===== src/rtl/mood_pkg.sv =====
// Shared definitions for the mood/level blocks: indicator codes and the
// non-hysteretic band function used to seed the indicator at reset.
package mood_pkg;

    localparam logic [1:0] IND_LOW    = 2'b00;
    localparam logic [1:0] IND_MID_LO = 2'b01;
    localparam logic [1:0] IND_MID_HI = 2'b10;
    localparam logic [1:0] IND_HIGH   = 2'b11;

    // Plain threshold quantisation, no hysteresis.
    function automatic logic [1:0] band_of(input int unsigned lvl,
                                           input int unsigned th1,
                                           input int unsigned th2,
                                           input int unsigned th3);
        if (lvl >= th3)      return IND_HIGH;
        else if (lvl >= th2) return IND_MID_HI;
        else if (lvl >= th1) return IND_MID_LO;
        else                 return IND_LOW;
    endfunction

endpackage


===== src/rtl/tick_prescaler.sv =====
// Free-running prescaler: counts 0..PRESCALE-1 and raises tick on the last
// count. PRESCALE=1 gives a tick every cycle.
module tick_prescaler #(
    parameter int unsigned PRESCALE = 4
) (
    input  logic clk,
    input  logic rst,
    output logic tick
);

    localparam int unsigned CW = (PRESCALE > 1) ? $clog2(PRESCALE) : 1;
    localparam logic [CW-1:0] LAST = CW'(PRESCALE - 1);

    logic [CW-1:0] cnt_q;

    // Wrap the phase counter on the last count; reset restarts the phase at 0.
    always_ff @(posedge clk or posedge rst) begin
        if (rst)                cnt_q <= '0;
        else if (cnt_q == LAST) cnt_q <= '0;
        else                    cnt_q <= cnt_q + CW'(1);
    end

    assign tick = (cnt_q == LAST);

endmodule


===== src/rtl/level_accumulator.sv =====
// Saturating level counter for one internal quantity (energy, stress or
// pleasure). inc/dec are sampled only on prescaler ticks; the 2-bit indicator
// follows the level with one cycle of latency and falling hysteresis.
// Optional feature macro: LEVEL_LEAK_EN -- idle ticks slowly pull the level
// back toward RESET_LEVEL.
module level_accumulator
    import mood_pkg::*;
#(
    parameter int unsigned WIDTH       = 8,
    parameter int unsigned PRESCALE    = 4,
    parameter int unsigned RESET_LEVEL = 128,
    parameter int unsigned TH1         = 64,
    parameter int unsigned TH2         = 128,
    parameter int unsigned TH3         = 192,
    parameter int unsigned HYST        = 8,
    parameter int unsigned LEAK_DIV    = 8
) (
    input  logic             clk,
    input  logic             rst,
    input  logic             inc,
    input  logic             dec,
    output logic [WIDTH-1:0] level,
    output logic [1:0]       indicator,
    output logic             at_max,
    output logic             at_min,
    output logic             ind_changed
);

    localparam logic [WIDTH-1:0] LVL_MAX = '1;
    localparam logic [WIDTH-1:0] RST_LVL = WIDTH'(RESET_LEVEL);
    localparam logic [WIDTH-1:0] RISE1   = WIDTH'(TH1);
    localparam logic [WIDTH-1:0] RISE2   = WIDTH'(TH2);
    localparam logic [WIDTH-1:0] RISE3   = WIDTH'(TH3);
    // Falling edges sit HYST below the matching rising threshold.
    localparam logic [WIDTH-1:0] FALL1   = WIDTH'(TH1 - HYST);
    localparam logic [WIDTH-1:0] FALL2   = WIDTH'(TH2 - HYST);
    localparam logic [WIDTH-1:0] FALL3   = WIDTH'(TH3 - HYST);
    localparam logic [1:0]       RST_IND = band_of(RESET_LEVEL, TH1, TH2, TH3);

    logic             tick;
    logic             step_up;
    logic             step_dn;
    logic [WIDTH-1:0] level_q;
    logic [WIDTH-1:0] level_d;
    logic [1:0]       ind_q;
    logic [1:0]       ind_d;
    logic             ind_chg_q;

    tick_prescaler #(
        .PRESCALE (PRESCALE)
    ) u_presc (
        .clk  (clk),
        .rst  (rst),
        .tick (tick)
    );

    // A tick with exactly one request set is an active tick.
    assign step_up = tick & inc & ~dec;
    assign step_dn = tick & dec & ~inc;

`ifdef LEVEL_LEAK_EN
    localparam int unsigned LCW = (LEAK_DIV > 1) ? $clog2(LEAK_DIV) : 1;
    localparam logic [LCW-1:0] LEAK_LAST = LCW'(LEAK_DIV - 1);

    logic           idle_tick;
    logic           leak_step;
    logic [LCW-1:0] leak_cnt_q;

    assign idle_tick = tick & ~(inc ^ dec);
    assign leak_step = idle_tick && (leak_cnt_q == LEAK_LAST);

    // Count idle ticks; any active tick restarts the leak interval.
    always_ff @(posedge clk or posedge rst) begin
        if (rst)                   leak_cnt_q <= '0;
        else if (step_up | step_dn) leak_cnt_q <= '0;
        else if (leak_step)        leak_cnt_q <= '0;
        else if (idle_tick)        leak_cnt_q <= leak_cnt_q + LCW'(1);
    end
`else
    logic unused_leak_cfg;
    assign unused_leak_cfg = (LEAK_DIV == 0);
`endif

    // Next level: saturating step on active ticks, optional leak on idle ones.
    always_comb begin
        level_d = level_q;
        if (step_up) begin
            if (level_q != LVL_MAX) level_d = level_q + WIDTH'(1);
        end else if (step_dn) begin
            if (level_q != '0) level_d = level_q - WIDTH'(1);
        end
`ifdef LEVEL_LEAK_EN
        else if (leak_step) begin
            if (level_q > RST_LVL)      level_d = level_q - WIDTH'(1);
            else if (level_q < RST_LVL) level_d = level_q + WIDTH'(1);
        end
`endif
    end

    // Level register.
    always_ff @(posedge clk or posedge rst) begin
        if (rst) level_q <= RST_LVL;
        else     level_q <= level_d;
    end

    // Next indicator: at most one band step per cycle, hysteresis on falls.
    always_comb begin
        ind_d = ind_q;
        case (ind_q)
            IND_LOW: begin
                if (level_q >= RISE1) ind_d = IND_MID_LO;
            end
            IND_MID_LO: begin
                if (level_q >= RISE2)     ind_d = IND_MID_HI;
                else if (level_q < FALL1) ind_d = IND_LOW;
            end
            IND_MID_HI: begin
                if (level_q >= RISE3)     ind_d = IND_HIGH;
                else if (level_q < FALL2) ind_d = IND_MID_LO;
            end
            default: begin
                if (level_q < FALL3) ind_d = IND_MID_HI;
            end
        endcase
    end

    // Indicator register and its change pulse, aligned with the new value.
    always_ff @(posedge clk or posedge rst) begin
        if (rst) begin
            ind_q     <= RST_IND;
            ind_chg_q <= 1'b0;
        end else begin
            ind_q     <= ind_d;
            ind_chg_q <= (ind_d != ind_q);
        end
    end

    assign level       = level_q;
    assign indicator   = ind_q;
    assign ind_changed = ind_chg_q;
    assign at_max      = (level_q == LVL_MAX);
    assign at_min      = (level_q == '0);

endmodule

===== config.mk =====
export PLATFORM = sky130hd
export DESIGN_NAME = level_accumulator
export DESIGN_NICKNAME = d
export VERILOG_FILES = /design/src/rtl/mood_pkg.sv /design/src/rtl/tick_prescaler.sv /design/src/rtl/level_accumulator.sv
export SDC_FILE = /design/constraint.sdc
export NUM_CORES = 1
export LEC_CHECK = 0
export CORE_ASPECT_RATIO = 1.5
export CORE_MARGIN = 5
export CORE_UTILIZATION = 40
export DETAILED_ROUTE_END_ITERATION = 8
export DONT_BUFFER_PORTS = 1
export PLACE_DENSITY = 0.61
export SLEW_MARGIN = 30
export SYNTH_ARGS = -nofsm -noshare
export SYNTH_HDL_FRONTEND = slang
export SYNTH_SLANG_ARGS = --single-unit
export TNS_END_PERCENT = 100

===== constraint.sdc =====
create_clock -name clk -period 2.6 [get_ports clk]
set_clock_uncertainty 0.05 [all_clocks]
set_input_delay 0.39 -clock clk [delete_from_list [all_inputs] [get_ports clk]]
set_output_delay 0.39 -clock clk [all_outputs]
set_load 0.005 [all_outputs]

## Yosys cells after proc, flatten, opt, wreduce, memory -nomap -nowiden

Index checks and enable logic that the tools add are counted.

- Register bits: 13
- Input bits: 4
- Word-level logic and storage cells: 44

- $add $sub $neg: 3
- $lt $le $gt $ge: 6
- Eq/ne operators: 7
- Muxes and demuxes: 12
- Bitwise operators: 6
- Reductions and logical operators: 6

Operators by type and width:

| operator | number |
|---|---|
| 2-to-1 mux 8 bit | 4 |
| greater-or-equal comparator 8 bit, second input constant | 2 |
| 2-to-1 mux 2 bit | 7 |
| adder 8 x 1 -> 8 bit, second input constant | 1 |
| == test 8 bit, second input constant | 1 |
| greater-or-equal comparator 8 x 7 -> 1 bit, second input constant | 1 |
| zero test 8 bit | 1 |
| < comparator 8 x 6 -> 1 bit, second input constant | 1 |
| < comparator 8 x 7 -> 1 bit, second input constant | 1 |
| < comparator 8 bit, second input constant | 1 |
| inequality test 8 bit, second input constant | 1 |
| nonzero test 8 bit | 1 |
| subtractor 8 x 1 -> 8 bit, second input constant | 1 |
| case mux 2 bit (3 select lines) | 1 |
| bitwise AND 1 bit | 4 |
| == test 2 bit, second input constant | 2 |
| nonzero test 2 bit | 2 |
| AND reduction 3 bit | 1 |
| adder 2 x 1 -> 2 bit, second input constant | 1 |
| == test 2 x 1 -> 1 bit, second input constant | 1 |
| zero test 2 bit | 1 |
| inequality test 2 x 1 -> 1 bit, second input constant | 1 |
| inequality test 2 bit | 1 |
| inverter 1 bit | 2 |

## Depth between registers and ports, before layout

- Depth in word-level cells: 5
- Gate-level depth with buffers: 8
- Depth with buffers taken out: 8

## Cells and area by module

Synthesis repeated with hierarchy kept, for this count alone.

- Cell total of the unflattened synthesis: 91
- Area total of the unflattened synthesis: 900.9 µm²

By module, submodules not included:

| module | times used | cells each | area an instance (µm²) |
|---|---|---|---|
| level_accumulator | 1 | 86 | 830.8 |
| tick_prescaler | 1 | 5 | 70.1 |

## Worst setup path before layout

OpenSTA, ideal clock, no wires.

- Kind: register to register
- From: reg u_presc.cnt_q[0]
- To: reg level_q[7] (netlist: level[7])
- Arrival time: 2.237 ns
- Setup slack: 0.238 ns
- Stages on the path, launching flop included: 9
- Buffers on the path: 0
- Period minus slack after synthesis: 2.362 ns
- Cell sequence: dfrtp_1 ha_1 nand3b_1 ha_1 a211oi_1 nor3_1 or3_1 a21oi_2 xor2_1

- Cells in the longest elaborated chain, start to end: 5
- Elaborated cells between the ends (all ways): 10
- Classes of those cells: eq/ne: 2; mux: 1; bitwise: 4; reduce/logical: 3

RTL lines:

| element | line | RTL |
|---|---|---|
| start, declared | tick_prescaler.sv:14 | `logic [CW-1:0] cnt_q;` |
| start signal, assigned | tick_prescaler.sv:20 | `else cnt_q <= cnt_q + CW'(1);` |
| == test 2 bit (*) | tick_prescaler.sv:23 | `assign tick = (cnt_q == LAST);` |
| bitwise AND 1 bit (on tied branches) (2 in a row) | level_accumulator.sv:58, level_accumulator.sv:59 |  |
| inequality test 2 x 1 -> 1 bit (no source line) / nonzero test 2 bit (equally long branches) | n/a |  |
| AND reduction 3 bit (no source line) | n/a |  |
| end signal, assigned | level_accumulator.sv:103 | `else level_q <= level_d;` |
| end, declared | level_accumulator.sv:43 | `logic [WIDTH-1:0] level_q;` |

Every way passes the cells marked *; elsewhere a longest branch is shown, timed or not.
A chain may end at the register's enable or synchronous reset.

## Worst setup path in the final report

Ends and elaborated chain as after synthesis.

==> run_results.csv <==
group,metric,value,unit
sta,tightest_slew,0.509,ns
grt,grt_max_degree,14,
cts,cts_tree,"yes",
cts,path_clk_slew,0.09,ns
yosys,synth_fa_ha_area_frac,0.119,
flow_run,maxCapViolCount,0,
routing,drc_errors,0,
placed_design,postPlaceCellArea,916,µm²
cts,clockBufferDepth,2,
grt,globalRouteTotalUtil,0.121,
cells_and_area,fin_area,953,µm²
floorplan,initial_core_util,0.410,
yosys,muxShareOfSynthArea,0.0373,
yosys,ys_ff_latch,13,
cts,clockRootBuffer,"clkbuf_4",
yosys,synth_commonest_cells,"11 x dfrtp_1, 11 x nand2_1, 9 x a21oi_1",
pwr,comb_power_share,0.474,
cells_and_area,syn2layout_area_growth,5.25,%
routing,drt_wl_total,1850,µm
cts,cts_resized,0,
yosys,synth_top_area_frac,0.304,
yosys,ys_warn_count,0,
min_path,hold_class,"in -> reg",
worst_setup_path,critical_path_class,"reg -> reg",
yosys,synth_top_family_by_area,"simple AND/OR/NAND/NOR gates",
floorplan,num_rows,21,
floorplan,die_area,0.00334,mm²
cts,clk_latency,0.28,ns
floorplan,die_y,68.3,µm
pwr,p_leak,0.386,nW
yosys,synthFlopType,"dfrtp_1",
yosys,async_flop_share,1.00,
yosys,avgSynthCellArea,9.64,µm²
sta,setup_tns,0,ns
yosys,yosys.area_share.xor_xnor,0.0677,
pwr,swShare,0.462,
sta,maxSlewViolCount,0,
yosys,syn_area,906,µm²
sta,setup_ws,0.125,ns
routing,first_pass_iters,4,
routing,ant_nets,0,
cells_and_area,fillers,224,
pwr,p_per_area,1260,mW/mm²
yosys,synth-simple-area-share,0.189,
routing,drt_iter0_drc,14,
yosys,synth.distinct_cells,31,
grt,antenna_found_initial,0,
pwr,seq_power_share,0.417,
cts,clock_sinks,13,
worst_setup_path,critPathCaptureType,"flip-flop",
pwr,power.clock.fraction,0.110,
cts,cts_setup_buffers,0,
yosys,yosys-top-cells-area,"dfrtp_1 30%, ha_1 9.7%, dfstp_2 5.8%",
yosys,seq_area_frac_synth,0.362,
yosys,synth-compound-area-share,0.188,
placed_design,place.detailed.hpwl,1400,µm
cells_and_area,diodes,0,
pwr,p_switching,0.553,mW
floorplan,core-area,0.00221,mm²
cts,cts.htree.levels,1,
yosys,synth_top_area_cell,"dfrtp_1",
yosys,synth_nets,106,
worst_setup_path,cp_max_fo,5,
placed_design,gp_congestion,0.902,
pwr,vdd_drop_max,0.650,mV
floorplan,ios,17,
sta,maxSlewHeadroom,0.660,
cts,ctsHoldBuffers,1,
grt,overflow,0,
yosys,synth_edf_count,0,
worst_setup_path,start_kind,"flip-flop",
floorplan,fp.dieW,48.9,µm
sta,post-route-period-util,0.952,
sta,fmax,0.404,GHz
sta,rsz0062_at_grt,"false",
cts,cts_buffers,3,
yosys,synthCells,94,
worst_setup_path,arrival,2.64,ns
sta,hold_viol,0,
sta,setup_violations,0,
cells_and_area,num-nets-final,110,
worst_setup_path,worstPathRequired,2.76,ns
routing,viasPerCell,5.73,
grt,grt_pass1_vias,657,
routing,num_vias,687,
sta,period_needed,2.47,ns
pwr,intPower,0.645,mW
cells_and_area,drive_gt1_frac,0.155,
grt,grt_pass1_wl,3140,µm
routing,post_drt_wl_per_cell,15.4,µm
outcome,status,"finished clean",
placed_design,io_buffers,0,
placed_design,dp_slack,0.137,ns
[cell usage in the layout (no fill, tap or decap), types with 2 or more instances in the layout]
cell	netlist	routed
nand2_1	11	11
dfrtp_1	11	11
a21oi_1	9	9
nor2_1	8	8
ha_1	7	7
o21ai_0	4	4
xnor2_1	4	4
o211ai_1	3	3
mux2_2	3	3
xor2_1	3	3
clkbuf_4	0	3
or4_4	2	2
nand4_1	2	2
o21ai_1	2	2
inv_1	2	2
nor3_1	2	2
nand2b_1	2	2
nor2b_1	2	2
a221oi_1	2	2
dfstp_2	2	2
[through the flow]
stage                     total power, mW  std cells   util  hold slack, ns
final                                1.20        120  0.432           0.410
after global routing                 1.32        120  0.432           0.405
after CTS                            1.21        120  0.432           0.410
after detailed placement             1.07        115  0.415           0.299
after global placement               1.06        115  0.415           0.280
after floorplan                     0.958         94      -           0.216
[area by class of cell]
class                           instances  area (µm²)  area share
Clock buffer                            3        22.5      0.0236
Clock inverter                          1        5.00     0.00525
Inverter                                2        7.51     0.00787
Multi-Input combinational cell         76         544       0.571
Sequential cell                        13         328       0.344
Tap cell                               23        28.8      0.0302
Timing Repair Buffer                    2        17.5      0.0184
[cells by family (layout without fill, tap and decap cells)]
group | Yosys count | in the layout
AOI/OAI and AO/OA | 25 | 25
xor gates and xnor gates | 7 | 7
adders and majority gates | 8 | 8
buffers and inverters | 5 | 8
DFF | 13 | 13
muxes | 3 | 3
and+or+nand+nor | 33 | 33
[state kept, by name, indices dropped and copies added, names as in the netlist]
name           cells
ind_changed        1
u_presc.cnt_q      2
level              8
indicator          2
[metal layers]
| metal | GRT usage | vias up | share of wire |
|---|---|---|---|
| li1 | - | 347 | - |
| met1 | 0.141 | 323 | 0.42 |
| met2 | 0.211 | 13 | 0.52 |
| met3 | 0.0109 | 4 | 0.033 |
| met4 | 0.0842 | 0 | 0.021 |
| met5 | 0 | - | 0 |
[power groups by stage]
stage               clock network (mW)  logic, mW  registers, mW
floorplan                            0      0.536          0.422
global placement                     0      0.556          0.500
detailed placement                   0      0.564          0.506
CTS                              0.138      0.571          0.501
global route                     0.156      0.642          0.525
finish                           0.131      0.567          0.499
[path summary, 6_finish.rpt]
check	slack, ns	start	endpoint	depth (start not counted)
worst max register to register	0.13	u_presc.cnt_q[0]	level[7]	8
worst min register to register	0.42	u_presc.cnt_q[0]	u_presc.cnt_q[0]	1
min in group asynchronous	0.52	rst	u_presc.cnt_q[1]	2
worst min-delay path	0.41	inc	level[0]	2
worst max-delay path	0.13	u_presc.cnt_q[0]	level[7]	8
max in group asynchronous	1.62	rst	level[7]	2
[worst max-delay path, cell delays in order, from the launching register on]
cell and delay [ns]:
dfrtp_1 0.40, ha_1 0.23, nand3b_1 0.22, ha_1 0.29, a211oi_1 0.40, nor3_1 0.11
or3_1 0.39, a21oi_2 0.15, xor2_1 0.15
Note: power is estimated with default switching activity, not from simulation.
